==> config.mk <==
export PLATFORM = sky130hd
export DESIGN_NAME = intrude_requester
export DESIGN_NICKNAME = d
export VERILOG_FILES = /design/src/rtl/intrude_requester.sv
export SDC_FILE = /design/constraint.sdc
export NUM_CORES = 1
export LEC_CHECK = 0
export CAP_MARGIN = 30
export CORE_UTILIZATION = 41
export DETAILED_ROUTE_END_ITERATION = 7
export PLACE_DENSITY = 0.92
export SLEW_MARGIN = 20
export SYNTH_ARGS = -nofsm -noshare
export SYNTH_HDL_FRONTEND = slang
export SYNTH_SLANG_ARGS = --single-unit
==> constraint.sdc <==
create_clock -name CLK -period 1.7 [get_ports CLK]
set_input_delay 0.255 -clock CLK [delete_from_list [all_inputs] [get_ports CLK]]
set_output_delay 0.255 -clock CLK [all_outputs]
set_load 0.02 [all_outputs]
==> src/rtl/intrude_requester.sv <==
// intrude_requester: bus-initiator side of the intrusion handshake.
// Accepts one host read/write request at a time, drives RD or WR toward the
// intrusion controller with address/data held stable, waits for TRUDY, and
// returns read data plus completion status as a one-cycle RSP_VALID pulse.
//
// Optional build macro INTRUDE_TIMEOUT_EN: when defined, a STROBE that sees
// no TRUDY for TIMEOUT cycles is abandoned and completes with RSP_ERR=1 and
// RSP_RDATA all ones. When undefined, STROBE waits indefinitely and RSP_ERR
// is constant 0.
//
// Handshake: a host request transfers on a rising CLK edge where both
// REQ_VALID and REQ_READY are high; the host holds REQ_VALID and the request
// fields until that edge. RSP_VALID is a one-cycle pulse with no back-pressure;
// RSP_RDATA and RSP_ERR are meaningful only while it is high.
module intrude_requester #(
    parameter int ADDR_W  = 20,
    parameter int DATA_W  = 16,
    parameter int TIMEOUT = 255
) (
    input  logic              CLK,
    input  logic              RESETL,
    input  logic              REQ_VALID,
    output logic              REQ_READY,
    input  logic              REQ_WR,
    input  logic [ADDR_W-1:0] REQ_ADDR,
    input  logic [DATA_W-1:0] REQ_WDATA,
    output logic              RSP_VALID,
    output logic [DATA_W-1:0] RSP_RDATA,
    output logic              RSP_ERR,
    output logic              RD,
    output logic              WR,
    input  logic              TRUDY,
    output logic [ADDR_W-1:0] IADDR,
    output logic [DATA_W-1:0] IDOUT,
    input  logic [DATA_W-1:0] IDIN,
    output logic              BUSY,
    output logic [2:0]        dbg_state
);

    typedef enum logic [2:0] {
        S_IDLE   = 3'd0,
        S_SETUP  = 3'd1,
        S_STROBE = 3'd2,
        S_DONE   = 3'd3
    } state_t;

    state_t state;
    logic   wr_q;

    // The timeout limit must fit the 16-bit strobe counter.
    if (TIMEOUT < 1 || TIMEOUT > 65535) begin : g_timeout_range
        $error("intrude_requester: TIMEOUT must be in 1..65535");
    end

`ifdef INTRUDE_TIMEOUT_EN
    // Counter value on the last STROBE cycle allowed before giving up.
    localparam logic [15:0] TIMEOUT_LAST = 16'(TIMEOUT - 1);
    logic [15:0] strobe_cnt;
`else
    assign RSP_ERR = 1'b0;
`endif

    assign dbg_state = state;

    // Transaction sequencer: IDLE -> SETUP -> STROBE -> DONE -> IDLE, with
    // every host-facing and controller-facing output registered here.
    always_ff @(posedge CLK or negedge RESETL) begin
        if (!RESETL) begin
            state     <= S_IDLE;
            wr_q      <= 1'b0;
            REQ_READY <= 1'b1;
            BUSY      <= 1'b0;
            RSP_VALID <= 1'b0;
            RSP_RDATA <= '0;
            RD        <= 1'b0;
            WR        <= 1'b0;
            IADDR     <= '0;
            IDOUT     <= '0;
`ifdef INTRUDE_TIMEOUT_EN
            strobe_cnt <= '0;
            RSP_ERR    <= 1'b0;
`endif
        end else begin
            // Completion is a single-cycle pulse.
            RSP_VALID <= 1'b0;
            case (state)
                S_IDLE: begin
                    if (REQ_VALID && REQ_READY) begin
                        wr_q      <= REQ_WR;
                        IADDR     <= REQ_ADDR;
                        IDOUT     <= REQ_WDATA;
                        BUSY      <= 1'b1;
                        REQ_READY <= 1'b0;
                        state     <= S_SETUP;
                    end
                end
                S_SETUP: begin
                    // Address/data have had a full cycle to settle; raise
                    // exactly one strobe on entry to STROBE.
                    RD    <= ~wr_q;
                    WR    <= wr_q;
                    state <= S_STROBE;
`ifdef INTRUDE_TIMEOUT_EN
                    strobe_cnt <= '0;
`endif
                end
                S_STROBE: begin
                    // TRUDY wins over a timeout landing in the same cycle.
                    if (TRUDY) begin
                        if (!wr_q) begin
                            RSP_RDATA <= IDIN;
                        end
                        RD        <= 1'b0;
                        WR        <= 1'b0;
                        RSP_VALID <= 1'b1;
                        state     <= S_DONE;
`ifdef INTRUDE_TIMEOUT_EN
                        RSP_ERR   <= 1'b0;
                    end else if (strobe_cnt == TIMEOUT_LAST) begin
                        RD        <= 1'b0;
                        WR        <= 1'b0;
                        RSP_VALID <= 1'b1;
                        RSP_RDATA <= '1;
                        RSP_ERR   <= 1'b1;
                        state     <= S_DONE;
                    end else begin
                        strobe_cnt <= strobe_cnt + 16'd1;
`endif
                    end
                end
                S_DONE: begin
                    BUSY      <= 1'b0;
                    REQ_READY <= 1'b1;
                    state     <= S_IDLE;
                end
                default: begin
                    // Unused encodings recover to a clean idle.
                    RD        <= 1'b0;
                    WR        <= 1'b0;
                    BUSY      <= 1'b0;
                    REQ_READY <= 1'b1;
                    state     <= S_IDLE;
                end
            endcase
        end
    end

endmodule

==> results.md <==
Drt:
- The first routing iteration left 16 violations.
- The via count of the routed design is 1685.
- The total iterations of the first detailed-routing run is 6.
- The routed design has 5420 microns of wire.
- In the routed layout, each cell is associated on average with a via count of between 4 and 5.
- The detail route stage leaves a number of antenna-violating nets equal to 0.
- The mean routed wirelength per cell is 15.1 microns.
- After detailed routing, the number of remaining DRC violations is 0.

Power:
- Power spread over the standard cell area amounts to 1990 mW/mm^2.
- The maximum vdd ir drop is 1.17 mV.
- Summed over all cells, the static leakage comes to roughly 1.8 nW.

Critical path:
- Of all nets on the critical path, the largest fanout is 3.
- In this run the critical register-to-register path is launched from dbg_state[0].
- For the worst setup path, the data arrival time is ~1.4 ns.
- The setup path with the least slack is of type reg2out.
- The kind of start point of the critical path is a flip-flop.
- The endpoint kind of the worst setup timing path is an output port.
- The worst setup path startpoint is dbg_state[1].
- The data required time at the worst endpoint is approximately 1.4 ns.

Timing:
- Setup violations remaining at the end of the flow were counted as 0.
- Subtracting the final worst setup slack from the clock period gives roughly 1.6 ns.
- The final hold violation count is 0.
- The post-route clock period utilization is 96.3%.
- Based on the critical path, the design can be clocked at up to approximately 0.61 GHz.
- The number of pins exceeding their max-slew limit in the final report is 0.
- The clock arrives with between 0.007 and 0.008 ns of skew.
- Hold is met by roughly 0.40 ns.
- Setup repair after global routing left no endpoint under its margin.
- Adding up every negative setup slack in the final design gives 0 ns.

Layout:
- The number of nets in the layout is between 300 and 400.
- The share of layout cells above drive strength 1 is ~27%.
- The repair_antennas step left the layout with diodes totalling 0.
- Compared with the post-synthesis result, the final layout area differs by 58.7%.

Yosys:
- The library cell with the highest instance count after synthesis is sky130_fd_sc_hd__dfrtp_1.
- In this run the cell area of the synthesized design comes to roughly 0.0025 sq mm.
- The share of the synthesized area in the top cell type is 59.1%.
- After synthesis, the cell types taking the most area are sky130_fd_sc_hd__dfrtp_1 59%, sky130_fd_sc_hd__mux2_4 18%, sky130_fd_sc_hd__mux2_2 10%.
- Of all flip-flops after synthesis, the portion carrying an async set or reset was 100%.
- For this run, the leading register cell type out of synthesis is sky130_fd_sc_hd__dfrtp_1.
- The count of warnings emitted by yosys is 0.
- The biggest area consumer among synthesized cells is sky130_fd_sc_hd__dfrtp_1.
- The synthesized area per cell is 16.8 sq um.
- The number of storage elements in the synthesis netlist is 60.
- After synthesis, the most frequently instantiated cells are 59 x sky130_fd_sc_hd__dfrtp_1, 30 x sky130_fd_sc_hd__mux2_4, 23 x sky130_fd_sc_hd__mux2_2.
- After synthesis, flip-flops and latches occupy between 60% and 70% of the total area.
- After synthesis, the netlist uses 22 different library cells.
- Counting flops with a built-in enable in the synthesized netlist gives 0.
- The number of instances in the synthesized netlist is around 150.

Job:
- The reported max-cap violation count is 0.

Clock tree:
- The number of clock buffers inserted by TritonCTS is 9.
- Once the clock tree was built, the setup fixing pass inserted 0 buffers.
- Clock latency on the worst-skew pair, taken at its later pin, is 0.33 ns.
- TritonCTS built the clock tree.
- The master cell of the clock root buffer is sky130_fd_sc_hd__clkbuf_8.
- The clock net in this run drives a total of 60 sinks.
- The longest clock path from root to sink contains 2 buffers.
- The clock transition at the registers of the reported paths is ~0.060 ns.
- The H-tree was split into 3 levels.

Die:
- The number of top-level design ports is 118.
- The floorplan step defined a core boundary enclosing between 0.005 and 0.006 sq mm.
- The floorplan step defined a die boundary enclosing 0.00641 sq mm.
- The horizontal extent of the die is approximately 80 microns.
- For this configuration, the core starts out at a cell density of between 40% and 50%.
- The die is between 80 and 90 microns tall.
- The floorplan has 28 rows.

GRT:
- The number of antenna violations at the first check in global routing is 0.
- Global routing used 18.2% of the available tracks.
- The aggregate global routing overflow is 0.
- Entering global routing, the biggest net connects 29 pins.
- The first global-routing pass estimated 8460 microns of wire.
- The number of global-route vias before repair is 1784.

Place:
- In this run the tool buffered the top-level ports with 115 buffer cells.
- At the end of routability-driven placement, the weighted congestion stood at around 0.73.
- Summed over all nets, the half-perimeter wirelength after detailed placement is a little over 4000 microns.

Hold path:
- The kind of path behind the tightest hold check is in2async.

Status:
- The run finished with clean final reports.
metrics by stage:
stage               instances  worst slack [ns]  area (sq um)  utilization [%]  total power [W]
global placement          342             0.108          3780             64.2          0.00668
finish                    359            0.0625          3960             67.3          0.00789
global route              359           0.00807          3960             67.3          0.00832
floorplan                 150             0.122          2500                -          0.00490
detailed placement        342            0.0980          3780             64.2          0.00683
CTS                       359            0.0336          3960             67.3          0.00797
state kept, by name, indices dropped and copies added, names as in the netlist:
register / flops
RSP_VALID: 1
RD: 1
WR: 1
BUSY: 1
IADDR: 20
REQ_READY: 1
RSP_RDATA: 16
dbg_state: 2
IDOUT: 16
wr_q: 1
cell families after synthesis:
group | Yosys count | synth area share (%)
flip-flops | 60 | 60.2
multiplexers | 54 | 28.8
AND/OR/NAND/NOR | 12 | 3.51
AO/OA/AOI/OAI | 8 | 2.00
adder cells (fa/ha/maj) | 5 | 2.51
other | 1 | 0.150
buffers and inverters | 9 | 2.86
report_power, final:
part           internal, W  switching (W)
combinational      0.00238        0.00183
clock             0.000605       0.000493
sequential         0.00216       0.000418
total              0.00515        0.00274
routing by layer:
| layer | GRT usage [%] | part of all wire [%] | wire length [microns] |
|---|---|---|---|
| met4 | 8.04 | 1.7 | 92 |
| met3 | 7.31 | 8.7 | 471 |
| met5 | 0 | 0 | 0 |
| met1 | 20.0 | 38 | 2060 |
| met2 | 30.8 | 52 | 2800 |
critical path, cell delays in order (launching register included):
cell and delay [ns]:
sky130_fd_sc_hd__dfrtp_1 0.34, sky130_fd_sc_hd__buf_4 0.12, sky130_fd_sc_hd__clkdlybuf4s50_1 0.59
cells in the final DEF, fill, tap and decap left out:
cell and instances:
sky130_fd_sc_hd__o32a_1 1, sky130_fd_sc_hd__o21ai_0 4, sky130_fd_sc_hd__dfrtp_1 59, sky130_fd_sc_hd__mux2i_1 1, sky130_fd_sc_hd__nor2b_1 1, sky130_fd_sc_hd__dfstp_2 1
sky130_fd_sc_hd__mux2_4 30, sky130_fd_sc_hd__clkdlybuf4s50_1 112, sky130_fd_sc_hd__conb_1 2, sky130_fd_sc_hd__nand3b_4 1, sky130_fd_sc_hd__a31oi_1 1, sky130_fd_sc_hd__ha_1 5
sky130_fd_sc_hd__dlygate4sd2_1 1, sky130_fd_sc_hd__clkbuf_1 3, sky130_fd_sc_hd__dlymetal6s2s_1 1, sky130_fd_sc_hd__nand2b_1 3, sky130_fd_sc_hd__nor2_1 3, sky130_fd_sc_hd__buf_12 3
sky130_fd_sc_hd__o22a_1 1, sky130_fd_sc_hd__dlygate4sd3_1 1, sky130_fd_sc_hd__buf_2 1, sky130_fd_sc_hd__buf_4 5, sky130_fd_sc_hd__inv_1 3, sky130_fd_sc_hd__a21oi_1 1
sky130_fd_sc_hd__clkbuf_8 11, sky130_fd_sc_hd__mux2_2 23, sky130_fd_sc_hd__nand3_4 1, sky130_fd_sc_hd__nand2_1 2, sky130_fd_sc_hd__clkinv_2 2, sky130_fd_sc_hd__and2_1 1
cell type report:
cell class	count	area (sq um)
Multi-Input combinational cell	81	927
Inverter	3	11.3
Clock inverter	2	10.0
Timing Repair Buffer	124	1250
Fill cell	426	1920
Sequential cell	60	1500
Tap cell	75	93.8
Clock buffer	14	163
what timing repair did:
| item | CTS | global route |
|---|---|---|
| resized for setup | 1 | 1 |
| pin swaps | 0 | 0 |
| endpoints found under the hold margin | 19 | 0 |
| hold buffers | 1 | 0 |
| setup endpoints to repair | 1 | 1 |
final timing paths:
path,end,slack (ns),depth (start not counted)
max in group asynchronous,REQ_READY,0.72,3
min in group CLK,RSP_RDATA[10],0.50,1
worst min-delay path,RSP_RDATA[11],0.40,2
worst max register to register,IDOUT[6],0.18,5
worst min register to register,RSP_RDATA[10],0.50,1
worst max-delay path,dbg_state[1],0.06,2
(Power assumes the default switching activity.)
